### src/rtl/array_alloc_pkg.sv
// Shared types and default sizing for the array-handle allocator.
//   array_id_t    : one array id (also the width of the allocation counts)
//   alloc_state_e : allocator FSM states (INIT sweep, RUN service)
//   Default*      : default id width, number of array ids, number of requesters
package array_alloc_pkg;

  localparam int DefaultIdWidth = 12;
  localparam int DefaultNArrays = 16;
  localparam int DefaultNReq    = 2;

  typedef logic [DefaultIdWidth-1:0] array_id_t;

  typedef enum logic [0:0] {
    INIT = 1'b0,
    RUN  = 1'b1
  } alloc_state_e;

endpackage

### src/rtl/rr_arbiter.sv
// Round-robin pick: first requester at or after ptr, wrapping around.
//   req   : request vector
//   ptr   : requester index with highest priority this cycle
//   gnt   : one-hot pick (all zero when nothing requests)
//   found : high when gnt has a bit set
module rr_arbiter #(
  parameter int N    = 2,
  parameter int PtrW = (N > 1) ? $clog2(N) : 1
) (
  input  logic [N-1:0]    req,
  input  logic [PtrW-1:0] ptr,
  output logic [N-1:0]    gnt,
  output logic            found
);

  logic [PtrW-1:0] idx_s;

  // Scan from ptr upward; the first request seen wins and masks the rest.
  always_comb begin
    gnt   = '0;
    found = 1'b0;
    idx_s = '0;
    for (int off = 0; off < N; off++) begin
      idx_s      = PtrW'((int'(ptr) + off) % N);
      gnt[idx_s] = req[idx_s] & ~found;
      found      = found | req[idx_s];
    end
  end

endmodule

### src/rtl/array_allocator.sv
// Array-id allocator for the VM heap: hands out ids (recycled ids from a LIFO
// free stack first, then fresh ones), accepts frees, and round-robins both
// services between NReq requesters. After reset it sweeps the arraySizes
// table clear, then clears an entry each time its id is granted.
//   clock, reset         : rising-edge clock, synchronous active-high reset
//   ready                : high once the clear sweep is finished
//   alloc_req/gnt/id     : allocate handshake, grant is a one-cycle one-hot pulse
//   alloc_full           : chosen requester could not be served (no id left)
//   free_req/id/ack      : free handshake, free_id packs one id per requester
//   err_bad_free         : the acknowledged free was rejected
//   size_clr/size_clr_id : clear strobe and entry for the arraySizes table
//   in_use, high_water   : live ids and ids ever issued from the fresh counter
module array_allocator
  import array_alloc_pkg::*;
#(
  parameter int MemoryElementWidth = DefaultIdWidth,
  parameter int NArrays            = DefaultNArrays,
  parameter int NReq               = DefaultNReq
) (
  input  logic                            clock,
  input  logic                            reset,
  output logic                            ready,
  input  logic [NReq-1:0]                 alloc_req,
  output logic [NReq-1:0]                 alloc_gnt,
  output logic [MemoryElementWidth-1:0]   alloc_id,
  output logic                            alloc_full,
  input  logic [NReq-1:0]                 free_req,
  input  logic [NReq*MemoryElementWidth-1:0] free_id,
  output logic [NReq-1:0]                 free_ack,
  output logic                            err_bad_free,
  output logic                            size_clr,
  output logic [MemoryElementWidth-1:0]   size_clr_id,
  output logic [MemoryElementWidth-1:0]   in_use,
  output logic [MemoryElementWidth-1:0]   high_water
);

  localparam int W    = MemoryElementWidth;
  localparam int PtrW = (NReq > 1) ? $clog2(NReq) : 1;
  localparam int IdxW = (NArrays > 1) ? $clog2(NArrays) : 1;
  localparam logic [W-1:0] LastId  = W'(NArrays - 1);
  localparam logic [W-1:0] IdCount = W'(NArrays);

  alloc_state_e    state_r;
  logic [W-1:0]    sweep_r;
  logic [W-1:0]    fresh_r;
  logic [W-1:0]    stackTop_r;
  logic [W-1:0]    stack_r [NArrays];
  logic [NArrays-1:0] inUseMap_r;
  logic [PtrW-1:0] allocPtr_r;
  logic [PtrW-1:0] freePtr_r;

  logic [NReq-1:0] allocElig_s, freeElig_s;
  logic [NReq-1:0] allocPick_s, freePick_s;
  logic            allocFound_s, freeFound_s;
  logic [PtrW-1:0] allocIdx_s, freeIdx_s;
  logic [PtrW-1:0] allocPtrNext_s, freePtrNext_s;
  logic [W-1:0]    freeSel_s;
  logic [W-1:0]    grantId_s;
  logic [IdxW-1:0] popIdx_s, pushIdx_s;
  logic            running_s, stackEmpty_s, freshLeft_s;
  logic            doPop_s, doFresh_s, doFull_s, doGrant_s;
  logic            freeKnown_s, freeValid_s, freeBad_s;

  assign high_water = fresh_r;

  // A requester being acknowledged this cycle is not eligible again until
  // its pulse has gone, so a still-held request is never served twice.
  assign allocElig_s = alloc_req & ~alloc_gnt;
  assign freeElig_s  = free_req & ~free_ack;

  rr_arbiter #(.N(NReq), .PtrW(PtrW)) u_allocArb (
    .req   (allocElig_s),
    .ptr   (allocPtr_r),
    .gnt   (allocPick_s),
    .found (allocFound_s)
  );

  rr_arbiter #(.N(NReq), .PtrW(PtrW)) u_freeArb (
    .req   (freeElig_s),
    .ptr   (freePtr_r),
    .gnt   (freePick_s),
    .found (freeFound_s)
  );

  // Decode the picks and decide this cycle's alloc and free outcomes.
  always_comb begin
    allocIdx_s = '0;
    freeIdx_s  = '0;
    freeSel_s  = '0;
    for (int i = 0; i < NReq; i++) begin
      allocIdx_s = allocIdx_s | (allocPick_s[i] ? PtrW'(i) : '0);
      freeIdx_s  = freeIdx_s  | (freePick_s[i]  ? PtrW'(i) : '0);
      freeSel_s  = freeSel_s  | (free_id[i*W +: W] & {W{freePick_s[i]}});
    end
    allocPtrNext_s = (allocIdx_s == PtrW'(NReq - 1)) ? '0 : allocIdx_s + PtrW'(1);
    freePtrNext_s  = (freeIdx_s  == PtrW'(NReq - 1)) ? '0 : freeIdx_s  + PtrW'(1);

    running_s    = (state_r == RUN);
    stackEmpty_s = (stackTop_r == '0);
    popIdx_s     = IdxW'(stackTop_r - W'(1));
    pushIdx_s    = IdxW'(stackTop_r);
    freshLeft_s  = (fresh_r < IdCount);

    // The pop looks at the stack as it stood before this cycle's push.
    doPop_s   = running_s & allocFound_s & ~stackEmpty_s;
    doFresh_s = running_s & allocFound_s & stackEmpty_s & freshLeft_s;
    doFull_s  = running_s & allocFound_s & stackEmpty_s & ~freshLeft_s;
    doGrant_s = doPop_s | doFresh_s;
    grantId_s = doPop_s ? stack_r[popIdx_s] : fresh_r;

    // id < fresh keeps the bitmap index in range before it is used.
    freeKnown_s = (freeSel_s < fresh_r) && inUseMap_r[freeSel_s[IdxW-1:0]];
    freeValid_s = running_s & freeFound_s & freeKnown_s;
    freeBad_s   = running_s & freeFound_s & ~freeKnown_s;
  end

  // FSM, free stack, bitmap, counters and all registered outputs.
  always_ff @(posedge clock) begin
    if (reset) begin
      state_r      <= INIT;
      sweep_r      <= '0;
      fresh_r      <= '0;
      stackTop_r   <= '0;
      inUseMap_r   <= '0;
      allocPtr_r   <= '0;
      freePtr_r    <= '0;
      for (int i = 0; i < NArrays; i++) begin
        stack_r[i] <= '0;
      end
      ready        <= 1'b0;
      alloc_gnt    <= '0;
      alloc_id     <= '0;
      alloc_full   <= 1'b0;
      free_ack     <= '0;
      err_bad_free <= 1'b0;
      size_clr     <= 1'b0;
      size_clr_id  <= '0;
      in_use       <= '0;
    end else begin
      alloc_gnt    <= '0;
      alloc_full   <= 1'b0;
      free_ack     <= '0;
      err_bad_free <= 1'b0;
      case (state_r)
        INIT: begin
          size_clr    <= 1'b1;
          size_clr_id <= sweep_r;
          if (sweep_r == LastId) begin
            state_r <= RUN;
            ready   <= 1'b1;
            sweep_r <= '0;
          end else begin
            sweep_r <= sweep_r + W'(1);
          end
        end
        RUN: begin
          size_clr   <= doGrant_s;
          alloc_full <= doFull_s;
          if (doGrant_s) begin
            alloc_gnt   <= allocPick_s;
            alloc_id    <= grantId_s;
            size_clr_id <= grantId_s;
            inUseMap_r[grantId_s[IdxW-1:0]] <= 1'b1;
            allocPtr_r  <= allocPtrNext_s;
          end
          if (doFresh_s) begin
            fresh_r <= fresh_r + W'(1);
          end
          if (freeValid_s | freeBad_s) begin
            free_ack  <= freePick_s;
            freePtr_r <= freePtrNext_s;
          end
          err_bad_free <= freeBad_s;
          if (freeValid_s) begin
            inUseMap_r[freeSel_s[IdxW-1:0]] <= 1'b0;
          end
          // Push and pop together overwrite the top slot, leaving the depth unchanged.
          if (freeValid_s && doPop_s) begin
            stack_r[popIdx_s] <= freeSel_s;
          end else if (freeValid_s) begin
            stack_r[pushIdx_s] <= freeSel_s;
            stackTop_r         <= stackTop_r + W'(1);
          end else if (doPop_s) begin
            stackTop_r <= stackTop_r - W'(1);
          end
          case ({doGrant_s, freeValid_s})
            2'b10:   in_use <= in_use + W'(1);
            2'b01:   in_use <= in_use - W'(1);
            default: in_use <= in_use;
          endcase
        end
        default: begin
          state_r <= INIT;
          sweep_r <= '0;
          ready   <= 1'b0;
        end
      endcase
    end
  end

endmodule

### config.mk
export PLATFORM = sky130hd
export DESIGN_NAME = array_allocator
export DESIGN_NICKNAME = d
export VERILOG_FILES = /design/src/rtl/array_alloc_pkg.sv /design/src/rtl/rr_arbiter.sv /design/src/rtl/array_allocator.sv
export SDC_FILE = /design/constraint.sdc
export NUM_CORES = 1
export LEC_CHECK = 0
export BUFFER_PORTS_ARGS = -buffer_cell sky130_fd_sc_hd__buf_2
export CAP_MARGIN = 25
export CORE_UTILIZATION = 45
export CTS_CLUSTER_SIZE = 30
export DETAILED_ROUTE_END_ITERATION = 12
export GPL_TIMING_DRIVEN = 1
export PLACE_DENSITY_LB_ADDON = 0.2
export SLEW_MARGIN = 20
export SYNTH_ARGS = -nofsm -noshare
export SYNTH_HDL_FRONTEND = slang
export SYNTH_HIERARCHICAL = 1
export SYNTH_SLANG_ARGS = --single-unit
### constraint.sdc
create_clock -name clock -period 5.8 [get_ports clock]
set_input_delay 0.58 -clock clock [delete_from_list [all_inputs] [get_ports clock]]
set_output_delay 0.58 -clock clock [all_outputs]
set_load 0.01 [all_outputs]
==> flow_summary.toml <==
[placement]
dp_hpwl_mm = 24.7
portBuffers = 85
gp_congestion = 0.836
place_ws_ns = 0.171

[power_and_ir_drop]
p_clk_share_pct = 44.4
sequentialPowerShare_pct = 50.9
pwr-share-comb_pct = 4.7
max-vdd-ir-drop_mv = 0.244
p_total_uw = 4460
p_int_uw = 3470
p_sw_uw = 984
p_leak_uw = 0.00594
powerDensity_mw_per_mm2 = 278
swShare_pct = 22.1

[synthesis]
avgSynthCellArea_um2 = 11.0
synth-edff-count = 192
async_flop_share_pct = 0
yosys_warnings = 6
ys_ff_latch = 291
syn_area_mm2 = 0.0141
synth_ff_type = "edfxtp_1"
syn_nets = 1332
synth_cells = 1281
synth_seq_area_share_pct = 55.0
synth_cell_types = 75

[routing]
drtIter0Drc = 901
wl_per_cell_um = 20.5
ant_nets = 0
first_pass_iters = 5
drcViolationCount = 0
via_per_inst = 5.71
via_count = 10104
drt-total-wl_mm = 36.2

[die]
die_area_mm2 = 0.0320
die_h_um = 179
core_area_mm2 = 0.0307
ios = 86
dieWidth_um = 179
rows = 64
start_util_pct = 45.9

[setup_path]
cp.buffers_inverters = 2
critPathMaxStageDelay_ns = 0.46
crit_path_end_kind = "flip-flop"
start_kind = "flip-flop"
crit_family = "compound AO/OA/AOI/OAI gates"
worst_ep_arrival_time_ns = 5.76
cp_cell_sequence = "nor2b_1, a21boi_2, buf_4, a22oi_4, inv_4, ha_1, o21ai_0, a31oi_1, o31ai_1, o211ai_1, nor4_4, ha_1, xor2_1, ha_1, or4_1, o221ai_1, nor3_1, o31ai_1, nand2b_1, xnor2_1, or3_1, a21oi_1"
setup.worst_path.class = "flip-flop to flip-flop"
required_ns = 6.30
path_common_cell = "ha_1"
slowest_stage = "a21boi_2"
critical_path.max_fanout = 13

[clock_tree]
clock_latency_ns = 0.58
cts_tree = "built"
cts_num_sinks = 291
clockBufferDepth = 3
cts_buffers = 31
ctsHtreeMaxLevel = 1
cts_resized = 0
clkTransAtPathRegs_ns = 0.06
cts-root-buf = "clkbuf_16"
cts_hold_buf = 0
postCtsSetupRepairBufs = 0

[global_route]
gr-usage-all-layers_pct = 22.9
use_met1_pct = 33.1
grt_pass1_vias = 9587
grt_max_degree = 69
grtUsageMet2_pct = 35.6
grt-ovfl-total = 0
antenna_found_initial = 0
busiest_layer = "met2"
grt_use_met3_pct = 4.20
grt_pass1_wl_mm = 55.6

[layout]
nets = 1404
antennaDiodeCount = 0
mostFrequentLayoutCell = "nor2_1"
nFillCells = 2716
final_cell_mix = "nor2_1 (280), edfxtp_1 (192), dfxtp_1 (98)"
final_util_pct = 52.2
area_delta_synth_final_pct = 13.7
layout-drive-gt1-share_pct = 19.3

[timing]
slew_viol_final = 0
rsz0062_at_grt = "no"
min_period_ns = 5.27
setup_viol = 0
setup_ws_ns = 0.533
max_clock_freq_mhz = 190
skew_ns = 0.0225
min_period_over_period_pct = 90.8
maxSlewHeadroom_pct = 41.7
tightest_slew_ns = 0.871
hold_viol_final = 0
fin_setup_tns_ns = 0
timing.hold.ws_ns = 0.431

[job]
maxCapViolCount = 0

[worst_hold_path]
holdCritPathClass = "primary input to flip-flop"

[status]
status = "finished clean"
layer usage:
layer	vias up	wire (µm)
met1	5002	16800
met5	-	0
met4	0	703
met2	328	16300
met3	50	2430
li1	4724	-
logic make-up after synthesis:
family	count (synthesis)	share of synthesized area [%]
buffers and inverters	130	4.03
adders and majority gates	21	1.86
DFF	291	55.0
AOI/OAI and AO/OA	166	7.50
muxes	93	11.1
xor gates and xnor gates	39	2.48
and+or+nand+nor	541	18.0
power by group through the flow:
| stage | clock, µW | sequential [µW] | combinational (µW) |
|---|---|---|---|
| final | 1980 | 2270 | 211 |
| after global routing | 2090 | 2270 | 230 |
| after CTS | 2010 | 2270 | 213 |
| after detailed placement | 0 | 2310 | 212 |
| after global placement | 0 | 2310 | 210 |
| after floorplan | 0 | 2300 | 131 |
registers in the layout (all words and copies together) (netlist names), 2 cells and up:
| name | count |
|---|---|
| stack_r | 192 |
| alloc_id | 12 |
| size_clr_id | 12 |
| free_ack | 2 |
| stackTop_r | 12 |
| in_use | 12 |
| alloc_gnt | 2 |
| sweep_r | 12 |
| high_water | 12 |
| inUseMap_r | 16 |
metrics by stage:
stage | std cells | cell area [µm²]
finish | 1771 | 16000
global route | 1771 | 16000
CTS | 1771 | 16000
detailed placement | 1716 | 15000
global placement | 1716 | 15000
floorplan | 1281 | 14200
cell type report:
cell class	instances	area (µm²)	share of cell area [%]
flip-flops and latches	291	7750	48.4
well taps	396	495	3.09
clock inverters	18	176	1.10
inverters	35	134	0.836
repair buffers	134	808	5.05
clock buffers	37	833	5.20
multi-input cells	860	5820	36.3
worst paths after layout:
path	start	to	slack, ns	depth (start not counted)
hold / removal	reset	in_use[11]$_SDFFE_PP0P_	0.43	2
setup reg to reg	free_ack[0]$_SDFF_PP0_	in_use[8]$_SDFFE_PP0P_	0.53	22
hold reg to reg	alloc_id[5]$_SDFFE_PP0P_	alloc_id[5]$_SDFFE_PP0P_	0.45	2
setup / recovery	free_ack[0]$_SDFF_PP0_	in_use[8]$_SDFFE_PP0P_	0.53	22
cell usage after synthesis, drive strengths merged (3+ instances only):
cell type / count / area share [%]
buf: 29 / 1.3
a22o: 4 / 0.25
edfxtp: 192 / 41
inv: 33 / 0.90
nor4: 5 / 0.37
mux4: 50 / 8.0
a21oi: 73 / 2.6
mux2i: 42 / 3.1
o21ai: 16 / 0.57
dfxtp: 99 / 14
a211oi: 6 / 0.36
or2b: 3 / 0.16
nand3: 32 / 1.1
a21o: 7 / 0.37
xnor2: 24 / 1.5
and2: 10 / 0.46
o31ai: 3 / 0.16
ha: 21 / 1.9
or3: 11 / 0.49
nor3b: 4 / 0.21
a21boi: 4 / 0.21
clkbuf: 66 / 1.8
nand4: 11 / 0.49
or4: 5 / 0.27
nor3: 26 / 1.4
a22oi: 14 / 0.94
and3: 13 / 0.58
or2: 5 / 0.22
xor2: 15 / 0.93
nand2b: 24 / 1.1
nand2: 86 / 2.3
nor2: 282 / 7.5
a31oi: 21 / 0.93
nor2b: 11 / 0.51
and3b: 4 / 0.25
(Power assumes the default switching activity.)
